[src/rtl/butterfly_sprite_fetch.sv]
// Butterfly sprite fetch: maps the beam onto the sprite box, addresses the index ROM, qualifies the palette index.
// Latency: 3 cycles from draw_x/draw_y to idx/idx_valid (rom_addr after 1, rom_q after 2).
// Backpressure: none; one pixel per cycle, the pipeline advances every clock.
//
// Ports:
//   clk, rst_n              pixel clock, asynchronous active-low reset
//   draw_x, draw_y          beam coordinate; pix_valid marks active video
//   frame_start             one-cycle pulse at start of vertical blank
//   pos_x_in/pos_y_in/pos_we  pending sprite top-left write
//   mirror_x                horizontal mirror request (only with BUTTERFLY_MIRROR_EN)
//   rom_addr, rom_q         synchronous sprite index ROM (data one cycle after address)
//   idx, idx_valid          palette index and inside-box/opaque qualifier
//   frame_idx               current animation frame
//
// Build option: define BUTTERFLY_MIRROR_EN to add the mirror_x input and mirrored addressing.

module butterfly_sprite_fetch #(
   parameter int         SPR_W           = 32,
   parameter int         SPR_H           = 32,
   parameter int         FRAMES          = 4,
   parameter int         FRAME_TICKS     = 8,
   parameter int         ADDR_W          = 12,
   parameter logic [3:0] TRANSPARENT_IDX = 4'h5,
   localparam int        FW              = (FRAMES > 1) ? $clog2(FRAMES) : 1
) (
   input  logic              clk,
   input  logic              rst_n,
   input  logic [9:0]        draw_x,
   input  logic [9:0]        draw_y,
   input  logic              pix_valid,
   input  logic              frame_start,
   input  logic [9:0]        pos_x_in,
   input  logic [9:0]        pos_y_in,
`ifdef BUTTERFLY_MIRROR_EN
   input  logic              mirror_x,
`endif
   input  logic              pos_we,
   output logic [ADDR_W-1:0] rom_addr,
   input  logic [3:0]        rom_q,
   output logic [3:0]        idx,
   output logic              idx_valid,
   output logic [FW-1:0]     frame_idx
);

   localparam int LW = $clog2(SPR_W);
   localparam int TW = (FRAME_TICKS > 1) ? $clog2(FRAME_TICKS) : 1;

   localparam logic [10:0]       SPR_W_C  = 11'(SPR_W);
   localparam logic [10:0]       SPR_H_C  = 11'(SPR_H);
   localparam logic [ADDR_W-1:0] FRAME_SZ = ADDR_W'(SPR_W * SPR_H);
   localparam logic [TW-1:0]     TICK_MAX = TW'(FRAME_TICKS - 1);
   localparam logic [FW-1:0]     FRAME_MAX = FW'(FRAMES - 1);

   // ------------------------------------------------------------------
   // State
   // ------------------------------------------------------------------
   logic [9:0]        pend_x_q, pend_x_d;
   logic [9:0]        pend_y_q, pend_y_d;
   logic [9:0]        act_x_q,  act_x_d;
   logic [9:0]        act_y_q,  act_y_d;
   logic [TW-1:0]     tick_q,   tick_d;
   logic [FW-1:0]     frame_q,  frame_d;
   // Base address of the current frame, advanced alongside frame_q so the
   // frame offset never needs a multiply even when SPR_H is not a power of two.
   logic [ADDR_W-1:0] base_q,   base_d;
   logic [ADDR_W-1:0] addr_q,   addr_d;
   logic              inbox_a_q, inbox_a_d;
   logic              inbox_b_q;
   logic [3:0]        idx_q,    idx_d;
   logic              vld_q,    vld_d;

`ifdef BUTTERFLY_MIRROR_EN
   logic              pend_mir_q, pend_mir_d;
   logic              act_mir_q,  act_mir_d;
`endif

   // ------------------------------------------------------------------
   // Position double-buffer and animation counters
   // ------------------------------------------------------------------
   always_comb begin
      pend_x_d = pend_x_q;
      pend_y_d = pend_y_q;
      act_x_d  = act_x_q;
      act_y_d  = act_y_q;
      tick_d   = tick_q;
      frame_d  = frame_q;
      base_d   = base_q;

      if (pos_we) begin
         pend_x_d = pos_x_in;
         pend_y_d = pos_y_in;
      end

      if (frame_start) begin
         // pend_*_d already carries a same-cycle write, giving the bypass.
         act_x_d = pend_x_d;
         act_y_d = pend_y_d;
         if (tick_q == TICK_MAX) begin
            tick_d = '0;
            if (frame_q == FRAME_MAX) begin
               frame_d = '0;
               base_d  = '0;
            end else begin
               frame_d = frame_q + FW'(1);
               base_d  = base_q + FRAME_SZ;
            end
         end else begin
            tick_d = tick_q + TW'(1);
         end
      end
   end

`ifdef BUTTERFLY_MIRROR_EN
   always_comb begin
      pend_mir_d = pos_we ? mirror_x : pend_mir_q;
      act_mir_d  = frame_start ? pend_mir_d : act_mir_q;
   end
`endif

   // ------------------------------------------------------------------
   // Stage A: box test and ROM address
   // ------------------------------------------------------------------
   logic [10:0]   dx, dy;
   logic          in_box;
   logic [LW-1:0] col;

   // 11-bit differences: bit 10 set means the beam is left of / above the
   // sprite, and a sprite hanging off the right edge cannot wrap into range.
   assign dx = {1'b0, draw_x} - {1'b0, act_x_q};
   assign dy = {1'b0, draw_y} - {1'b0, act_y_q};

   assign in_box = pix_valid
                 && !dx[10] && (dx < SPR_W_C)
                 && !dy[10] && (dy < SPR_H_C);

`ifdef BUTTERFLY_MIRROR_EN
   // SPR_W is a power of two, so SPR_W-1-dx is the bitwise inverse of dx.
   assign col = act_mir_q ? ~dx[LW-1:0] : dx[LW-1:0];
`else
   assign col = dx[LW-1:0];
`endif

   always_comb begin
      addr_d    = addr_q;
      inbox_a_d = in_box;
      if (in_box) begin
         addr_d = base_q + (ADDR_W'(dy) << LW) + ADDR_W'(col);
      end
   end

   // ------------------------------------------------------------------
   // Stage C: transparency qualification on ROM data
   // ------------------------------------------------------------------
   always_comb begin
      vld_d = inbox_b_q && (rom_q != TRANSPARENT_IDX);
      idx_d = vld_d ? rom_q : 4'h0;
   end

   // ------------------------------------------------------------------
   // Registers
   // ------------------------------------------------------------------
   always_ff @(posedge clk or negedge rst_n) begin
      if (!rst_n) begin
         pend_x_q  <= '0;
         pend_y_q  <= '0;
         act_x_q   <= '0;
         act_y_q   <= '0;
         tick_q    <= '0;
         frame_q   <= '0;
         base_q    <= '0;
         addr_q    <= '0;
         inbox_a_q <= 1'b0;
         inbox_b_q <= 1'b0;
         idx_q     <= 4'h0;
         vld_q     <= 1'b0;
      end else begin
         pend_x_q  <= pend_x_d;
         pend_y_q  <= pend_y_d;
         act_x_q   <= act_x_d;
         act_y_q   <= act_y_d;
         tick_q    <= tick_d;
         frame_q   <= frame_d;
         base_q    <= base_d;
         addr_q    <= addr_d;
         inbox_a_q <= inbox_a_d;
         // Stage B: delay the box flag so it lines up with rom_q.
         inbox_b_q <= inbox_a_q;
         idx_q     <= idx_d;
         vld_q     <= vld_d;
      end
   end

`ifdef BUTTERFLY_MIRROR_EN
   always_ff @(posedge clk or negedge rst_n) begin
      if (!rst_n) begin
         pend_mir_q <= 1'b0;
         act_mir_q  <= 1'b0;
      end else begin
         pend_mir_q <= pend_mir_d;
         act_mir_q  <= act_mir_d;
      end
   end
`endif

   assign rom_addr  = addr_q;
   assign idx       = idx_q;
   assign idx_valid = vld_q;
   assign frame_idx = frame_q;

endmodule
[config.mk]
export PLATFORM = sky130hd
export DESIGN_NAME = butterfly_sprite_fetch
export DESIGN_NICKNAME = d
export VERILOG_FILES = /design/src/rtl/butterfly_sprite_fetch.sv
export SDC_FILE = /design/constraint.sdc
export NUM_CORES = 1
export LEC_CHECK = 0
export ABC_AREA = 1
export ABC_CLOCK_PERIOD_IN_PS = 4800
export CAP_MARGIN = 25
export CELL_PAD_IN_SITES_DETAIL_PLACEMENT = 1
export CELL_PAD_IN_SITES_GLOBAL_PLACEMENT = 1
export CORE_ASPECT_RATIO = 0.7
export CORE_MARGIN = 2
export CORE_UTILIZATION = 40
export CTS_CLUSTER_DIAMETER = 30
export DETAILED_ROUTE_END_ITERATION = 16
export PLACE_DENSITY = 0.9
export SETUP_SLACK_MARGIN = 0.02
export SYNTH_ARGS = -nofsm -noshare
export SYNTH_HDL_FRONTEND = slang
export SYNTH_SLANG_ARGS = --single-unit
export TNS_END_PERCENT = 50
[constraint.sdc]
create_clock -name clk -period 4.8 [get_ports clk]
set_input_delay 0.72 -clock clk [delete_from_list [all_inputs] [get_ports clk]]
set_output_delay 0.72 -clock clk [all_outputs]
set_load 0.005 [all_outputs]
Yosys cells after proc, flatten, opt, wreduce, memory -nomap -nowiden
Cells that the tools add are included.
{"block": "classes", "addsub": 7, "order_cmp": 2, "n_eq_ne": 3, "muxes": 6, "reduce_logical": 8}
{"operator": "< comparator 11 x 6 -> 1 bit, second input constant", "count": 2}
{"operator": "subtractor 10 x 10 -> 11 bit", "count": 2}
{"operator": "2-to-1 mux 10 bit", "count": 2}
{"operator": "adder 12 x 11 -> 12 bit, second input constant", "count": 1}
{"operator": "adder 12 bit", "count": 1}
{"operator": "adder 12 x 5 -> 12 bit", "count": 1}
{"operator": "2-to-1 mux 12 bit", "count": 1}
{"operator": "logical AND 1 bit", "count": 5}
{"operator": "2-to-1 mux 4 bit", "count": 1}
{"operator": "!= test 4 x 3 -> 1 bit, second input constant", "count": 1}
{"operator": "adder 3 x 1 -> 3 bit, second input constant", "count": 1}
{"operator": "equality test 3 bit, second input constant", "count": 1}
{"operator": "2-to-1 mux 3 bit", "count": 1}
{"operator": "adder 2 x 1 -> 2 bit, second input constant", "count": 1}
{"operator": "equality test 2 bit, second input constant", "count": 1}
{"operator": "logical NOT 1 bit", "count": 2}
{"operator": "2-to-1 mux 2 bit", "count": 1}
{"operator": "AND reduction 2 bit", "count": 1}
{"block": "word_totals", "reg_bits": 76, "inputBits": 49, "elab_cells": 38}

Logic depth before layout (Yosys ltp)
Gate-level depths: netlist of run 1.
{"block": "logic_depth", "word_depth": 6, "ltp_mapped": 17, "mapped_depth_nobuf": 16}

Least setup slack after synthesis of run 1
OpenSTA, ideal clock, no wires.
{"block": "synth_timing", "path_kind": "input to register", "startpoint": "input draw_y[0]", "endpoint": "register addr_q[10], in the netlist rom_addr[10]", "arrival_ps": 2333, "path_slack_ps": 2350, "cell_stages": 15, "cell_sequence": "inv_1 -> ha_1 -> inv_1 -> fa_1 -> nand3_1 -> nand3_2 -> nand2_2 -> nand3b_1 -> nand2_2 -> nand3_2 -> nor2_4 -> nand3_2 -> buf_6 -> nand2_1 -> nand2_1"}
{"block": "synth_via", "elab_chain_cells": 4}
{"element": "start: declaration", "line_no": "29", "source": "input logic [9:0] draw_y,"}
{"element": "subtractor 10 x 10 -> 11 bit (*)", "line_no": "130", "source": "assign dy = {1'b0, draw_y} - {1'b0, act_y_q};"}
{"element": "parallel branches: the longest is 3 deep, another holds adder 12 bit"}
{"element": "end signal: assignment", "line_no": "184", "source": "addr_q <= addr_d;"}
{"element": "end: declaration", "line_no": "66", "source": "logic [ADDR_W-1:0] addr_q, addr_d;"}
Mark *: on every way between the ends.
A chain may end at the register's enable or synchronous reset.

Worst setup path after layout of run 1
{"block": "layout_timing", "startpoint": "input draw_y[0]", "endpoint": "register addr_q[3], in the netlist rom_addr[3]"}
{"block": "layout_via", "elab_chain_cells": 4}
{"element": "subtractor 10 x 10 -> 11 bit (*)", "line_no": "130"}
{"element": "parallel branches: the longest is 2 deep, another holds < comparator 11 x 6 -> 1 bit"}
{"element": "logical AND 1 bit (*)", "line_no": "134", "source": "&& !dy[10] && (dy < SPR_H_C);"}
Marked as above.

==> impl_results.md, run 1 <==
- Die Span Y: 86.96 µm
- CP max-delay cell: fa_1
- Max_cap viols: 0
- RePlAce Congestion: 0.8154
- Asr flop ratio synth: between 90% and 100%
- PwrDens: 373.8 nW/µm²
- Fmax: 0.3197 GHz
- Register-to-Register Setup Slack: 2.20 ns
- Commonest cells in the netlist: nand2_1 (133), inv_1 (80), dfrtp_1 (66)
- Most frequent cell after synthesis: nand2_1
- DR WL/cell: 14.83 µm
- Hold Buf Count CTS: 0
- Synth warnings: 0
- H-Tree Depth: 3
- CP peak stage delay: 0.42 ns
- Total negative slack: 0 ns
- 1st-iter DRT viols: 138
- Initial Utilization: around 41%
- Post-synthesis cell type count: 29
- CTS root buffer: clkbuf_16
- Worst Hold Endpoint: inbox_b_q
- Clk slew on worst S/H paths: roughly 0.060 ns
- Placed cell area: 4713 µm²
- R2R cell count: 13
- CP arrival: roughly 3.4 ns
- Setup violators final: 0
- Setup crit end kind: flip-flop
- Top cells by area, synth: dfrtp_1 (42%), nand2_1 (13%), ha_1 (8.0%), inv_1 (7.6%), mux2_2 (6.9%)
- CP startpoint kind: input pin
- Area share of the largest cell type after synthesis: 42.00%
- Core Box Area: 9609 µm²
- Vias/cell: 4.870
- Syn Inst Count: 480
- Syn Nets: 556
- Biggest area consumer among synthesized cells: dfrtp_1
- # rows: 30
- R2r endpoint: rom_addr[3]
- WS Path Type: input pin to flip-flop
- Status: finished clean
- Antenna violations before repair: 0
- Ports: between 60 and 70
- GRT Total Usage: 20.94%
- PortBufs: 67
- Crit-path leading delay family: simple AND/OR/NAND/NOR gates
- Die W: 122.5 µm
- Number of synthesized flops with an enable pin: 0
- Clk buf depth: 2
- Area of the multi-input gates: 1904 µm²
- Final Critical Period: about 3.1 ns
- Largest net degree at the start of global routing: 67
- Max VDD drop: 0.2048 mV
- 1st-pass router iterations: 4
- Syn_area_per_cell: 8.193 µm²
- Design Area, Final: 5036 µm²
- Final wirelength: 10140 µm
- Routed Antenna Nets: 0
- FF+latch count, synth: 66
- TritonCTS buffer count: 9
- Postcts setup bufs: 0
- Final nets: 627
- Pleak: between 2 and 3 nW
- Clock Sinks: 66
- Cell Chain, Critical Path: clkdlybuf4s50_1 > inv_1 > ha_1 > inv_1 > fa_1 > nand3_1 > nand3_2 > nand2_2 > nand3b_1 > nand2_2 > nand3_2 > nor2_4 > nand3_2 > nand2_1 > nand2_1
- Slew HR: about 43%
- Crit path max fanout: 13
- Final Hold Viols: 0
- Reg2reg start: act_y_q[0]
- Sequential element share of the synthesized area: a little over two fifths
- Worst EP required: approximately 5 ns
- Hold path depth: 0
- DPL Wire Length: 7692 µm
- Post_cts resized: 0
- Crit path buf inv count: 3
- DRC viols: 0
- Slew @ Worst Pin: 0.8501 ns
- Area grow syn2layout: 28.06%
- CTS tree: built
- Final period utilization: 65.16%
- Sequential Area: 1652 µm²
- Hold path start: inbox_a_q
- Die area: approximately 11000 µm²
- Layout cells sized above 1: 14.57%
- First-pass GRT wire length: 17260 µm
- Type of the worst min-delay path: flip-flop to flip-flop
- Final Slew Violations: 0
- Area of the mapped netlist: 3933 µm²
- RSZ-0062 raised after global routing: no
- Number of global-route vias before repair: between 3000 and 4000
- Antenna Diode Count: 0
- Clock Latency Late Sink: 0.33 ns
- Overflow after GRT: 0
- Filler cells: 1163
- Setup Skew: 0.003230 ns
- Top_reg_cell synth: dfrtp_1
- Critical Path Most Common Cell: nand3_2
- Vias: between 3000 and 4000
[flip-flops by register name, summed over array words and instances, names as in the netlist]
name	count
idx	4
frame_idx	2
act_y_q	10
pend_y_q	10
inbox_b_q	1
rom_addr	12
base_q	2
inbox_a_q	1
pend_x_q	10
act_x_q	10
idx_valid	1
tick_q	3
[placed cells by master (no fill, tap or decap), types with 2 or more instances in the layout]
master           count
a21oi_1             12
nand3b_1             2
fa_1                 2
nor2_1              20
nand4_1              5
clkinv_2             4
inv_2                3
mux2_2              24
nand2_2             18
nand3_2              7
nand2_1            133
inv_1               80
o21ai_0             20
clkinv_4             2
xor2_1               7
ha_1                25
nand3_1             29
xnor2_1              3
clkdlybuf4s50_1     66
clkbuf_16            9
nor2_2               6
buf_4                2
dfrtp_1             66
[final cells by class]
type	instances	share of cell area [%]
Inverter	84	6.286
Multi-Input combinational cell	320	37.81
Clock inverter	7	1.391
Timing Repair Buffer	70	14.06
Clock buffer	9	4.472
Tap cell	128	3.180
Sequential cell	66	32.79
[per-layer routing]
metal  GRT usage [%]  vias up  share of wire [%]
li1                -     1637                  -
met1           27.51     1616                 48
met2           35.00       69                 47
met3           5.301        9                4.1
met4           4.807        0               0.99
met5               0        -                  0
[power breakdown]
| part | internal, mW | switching (mW) | leakage [nW] | total, mW |
|---|---|---|---|---|
| clock network | 0.400 | 0.247 | 0.145 | 0.647 |
| registers | 0.626 | 0.0343 | 0.825 | 0.660 |
| logic | 0.239 | 0.336 | 1.61 | 0.575 |
| total | 1.26 | 0.617 | 2.58 | 1.88 |
[worst register-to-register path: stages (launching register included)]
cell	delay, ns
dfrtp_1	0.34
ha_1	0.15
inv_1	0.08
fa_1	0.42
nand3_1	0.13
nand3_2	0.12
nand2_2	0.10
nand3b_1	0.09
nand2_2	0.12
nand3_2	0.09
nor2_4	0.30
nand3_2	0.31
nand2_1	0.18
nand2_1	0.06
[logic make-up after synthesis]
family	after synthesis	synth area share (%)
other	1	0.09536
AO/OA/AOI/OAI	34	4.455
XOR/XNOR	10	2.227
multiplexers	24	6.872
flip-flops	66	42.00
AND/OR/NAND/NOR	224	25.80
buffers and inverters	94	9.577
adder cells (fa/ha/maj)	27	8.972
[how the worst max path moves through the flow]
stage	slack, ns	cells after the start	startpoint	end
after CTS	1.66	15	draw_y[0]	rom_addr[3]
after global routing	1.42	17	draw_x[0]	rom_addr[9]
final	1.67	15	draw_y[0]	rom_addr[3]
after floorplan	2.35	15	draw_y[0]	rom_addr[10]
after global placement	1.45	15	draw_y[0]	rom_addr[9]
after detailed placement	1.34	15	draw_y[0]	rom_addr[10]
[metrics by stage]
| step | worst slack (ns) | hold WS [ns] | util, % | cells | total power [mW] |
|---|---|---|---|---|---|
| 6_report | 1.672 | 0.3643 | 52.41 | 684 | 1.882 |
| 5_1_grt | 1.423 | 0.3734 | 52.41 | 684 | 2.009 |
| 4_1_cts | 1.661 | 0.3690 | 52.12 | 683 | 1.902 |
| 3_5_place_dp | 1.341 | 0.3510 | 49.05 | 667 | 1.238 |
| 3_3_place_gp | 1.449 | 0.3370 | 49.05 | 667 | 1.197 |
| 2_1_floorplan | 2.350 | 0.3312 | - | 480 | 1.050 |
(Power assumes the default switching activity.)
==> run 2: changes to the inputs <==
--- a/config.mk
+++ b/config.mk
@@ -6,7 +6,7 @@
 export NUM_CORES = 1
 export LEC_CHECK = 0
 export ABC_AREA = 1
-export ABC_CLOCK_PERIOD_IN_PS = 4800
+export ABC_CLOCK_PERIOD_IN_PS = 3130
 export CAP_MARGIN = 25
 export CELL_PAD_IN_SITES_DETAIL_PLACEMENT = 1
 export CELL_PAD_IN_SITES_GLOBAL_PLACEMENT = 1
==> constraint.sdc (replaced) <==
create_clock -name clk -period 3.13 [get_ports clk]
set_input_delay 0.4695 -clock clk [delete_from_list [all_inputs] [get_ports clk]]
set_output_delay 0.4695 -clock clk [all_outputs]
set_load 0.005 [all_outputs]
==> run 2 against run 1 <==
Cell area is 0.62% higher; global-route usage is 1.1 points higher; final cell count is 0.44% higher.
==> impl_results.md, run 2 (same netlist as run 1, synthesis figures left out) <==
- Clk pwr share: 35.9%
- First-pass GRT wire length: 17880 µm
- Most used cells in the layout excluding fill and tap cells: nand2_1 (133), inv_1 (80), dfrtp_1 (66), clkdlybuf4s50_1 (66), nand3_1 (29)
- Area grow syn2layout: 28.86%
- WS Path Type: input pin to flip-flop
- Final Hold Viols: 0
- Total negative slack: 0 ns
- Type of the worst min-delay path: input pin to asynchronous set/reset pin
- Final period utilization: roughly nine tenths
- Topmost layer with routed signal wires: met4
- PortBufs: 67
- CP max-delay cell: clkdlybuf4s50_1
- Overflow after GRT: 0
- Setup slack after layout: between 0.3 and 0.4 ns
- Clk slew on worst S/H paths: 0.06 ns
- Setup Skew: 0.006314 ns
- CTS tree: built
- Setup violators final: 0
- DRC viols: 0
- PwrDens: 587.5 nW/µm²
- Switching power share of the total: 31.97%
- Worst EP required: about 3.4 ns
- H-Tree Depth: 3
- Setup crit end kind: flip-flop
- Postcts setup bufs: 0
- TritonCTS buffer count: 9
- Pleak: 2.604 nW
- 1st-iter DRT viols: 149
- Ports: 68
- Layout cells sized above 1: 14.67%
- Final nets: 630
- Number of global-route vias before repair: 3683
- 1st-pass router iterations: 4
- Hold Buf Count CTS: 0
- Comb pwr share: 29.9%
- Critical path origin: draw_x[0]
- Largest net degree at the start of global routing: 35
- Die W: 122.5 µm
- R2R cell count: 13
- Final Slew Violations: 0
- CP startpoint kind: input pin
- Fmax: 0.3549 GHz
- Status: finished clean
- Final Critical Period: 2.817 ns
- GRT Total Usage: 22.01%
- CP arrival: 3.08 ns
- Commonest non-fill, non-tap cell in the layout: nand2_1
- Max VDD drop: 0.2490 mV
- # rows: 30
- Vias: 3382
- Internal: 2.025 mW
- Final wirelength: 10470 µm
- Antenna Diode Count: 0
- CP peak stage delay: 0.46 ns
- Slew HR: approximately 63%
- Reg2reg start: act_x_q[0]
- Max_cap viols: 0
- Register-to-Register Setup Slack: 0.56 ns
- Part of the power in registers: roughly a third
- RePlAce Congestion: 0.8478
- Clk buf depth: 2
- Die Span Y: 86.96 µm
- Vias/cell: 4.923
- Met3 wire length: 522 µm
- Routed Antenna Nets: 0
- Critical Path Most Common Cell: nand3_1
- Clock Sinks: 66
- RSZ-0062 raised after global routing: no
- Initial Utilization: 40.92%
- Cell Chain, Critical Path: clkdlybuf4s50_1 > inv_1 > ha_1 > fa_1 > inv_1 > nand2_1 > nand2_2 > nand3_1 > nand3_1 > nand2_1 > nor2_2 > nand3_1 > nor2_2 > nand3_1 > nand2_1
- WL met1: 4921 µm
- Post_cts resized: 0
- Die area: 10650 µm²
- Routed wl met2: between 4000 and 5000 µm
- Slew @ Worst Pin: 0.5556 ns
- Pre-CTS WS: 0.04479 ns
- DR WL/cell: 15.23 µm
- Clock Latency Late Sink: 0.34 ns
- Crit path max fanout: 12
- Number of flip-flops in the largest register: 12
- Switch Pwr: 0.9519 mW
- CTS root buffer: clkbuf_16
- DPL Wire Length: 8255 µm
- Core Box Area: 9609 µm²
- R2r endpoint: rom_addr[7]
- Antenna violations before repair: 0
## run 2: cell count changes in the layout (fill, tap and decap cells not counted)
| cell | before | now |
|---|---|---|
| clkinv_2 | 4 | 3 |
| clkbuf_1 | 0 | 2 |
| buf_16 | 1 | 0 |
| clkinv_4 | 2 | 1 |
| bufinv_16 | 1 | 2 |
| buf_4 | 2 | 5 |
| buf_12 | 0 | 1 |
| clkinvlp_4 | 1 | 0 |
## run 2: worst max-delay path, delay by kind of cell
| family | cells | cell delay (ns) |
|---|---|---|
| buf+inv | 3 | 0.60 |
| fa+ha+maj | 2 | 0.61 |
| simple gates | 10 | 1.39 |
## run 2: cell type report
type	count	area (µm²)
clock buffers	11	232.7
inverters	84	316.6
fillers	1163	4542
multi-input cells	320	1904
flip-flops and latches	66	1652
well taps	128	160.2
clock inverters	5	78.83
repair buffers	73	723.2
## run 2: power groups by stage
stage	logic, mW	clock network (mW)	registers (mW)
final	0.891	1.07	1.02
after global routing	1.01	1.12	1.03
after CTS	0.897	1.08	1.02
after detailed placement	0.881	0	1.03
after global placement	0.823	0	1.02
after floorplan	0.596	0	1.01
## run 2: layer usage
| metal | track usage [%] | up-vias |
|---|---|---|
| met5 | 0 | - |
| li1 | - | 1635 |
| met3 | 5.890 | 23 |
| met1 | 27.86 | 1637 |
| met2 | 36.26 | 87 |
| met4 | 8.255 | 0 |
## run 2: how the worst max path moves through the flow
stage,endpoint,slack [ns],cells after the start
after global routing,rom_addr[7],0.08,17
after detailed placement,rom_addr[11],0.04,17
after floorplan,rom_addr[10],0.93,15
final,rom_addr[7],0.31,15
after CTS,rom_addr[7],0.33,15
after global placement,rom_addr[9],0.17,17
## run 2: through the flow
stage | cells | hold WS (ns) | area (µm²) | power [mW] | utilization, %
floorplan | 480 | 0.1739 | 3933 | 1.611 | -
global placement | 670 | 0.3361 | 4736 | 1.842 | 49.28
detailed placement | 671 | 0.3403 | 4756 | 1.912 | 49.49
CTS | 687 | 0.1322 | 5067 | 2.999 | 52.73
global route | 687 | 0.1608 | 5067 | 3.164 | 52.73
finish | 687 | 0.1139 | 5067 | 2.977 | 52.73
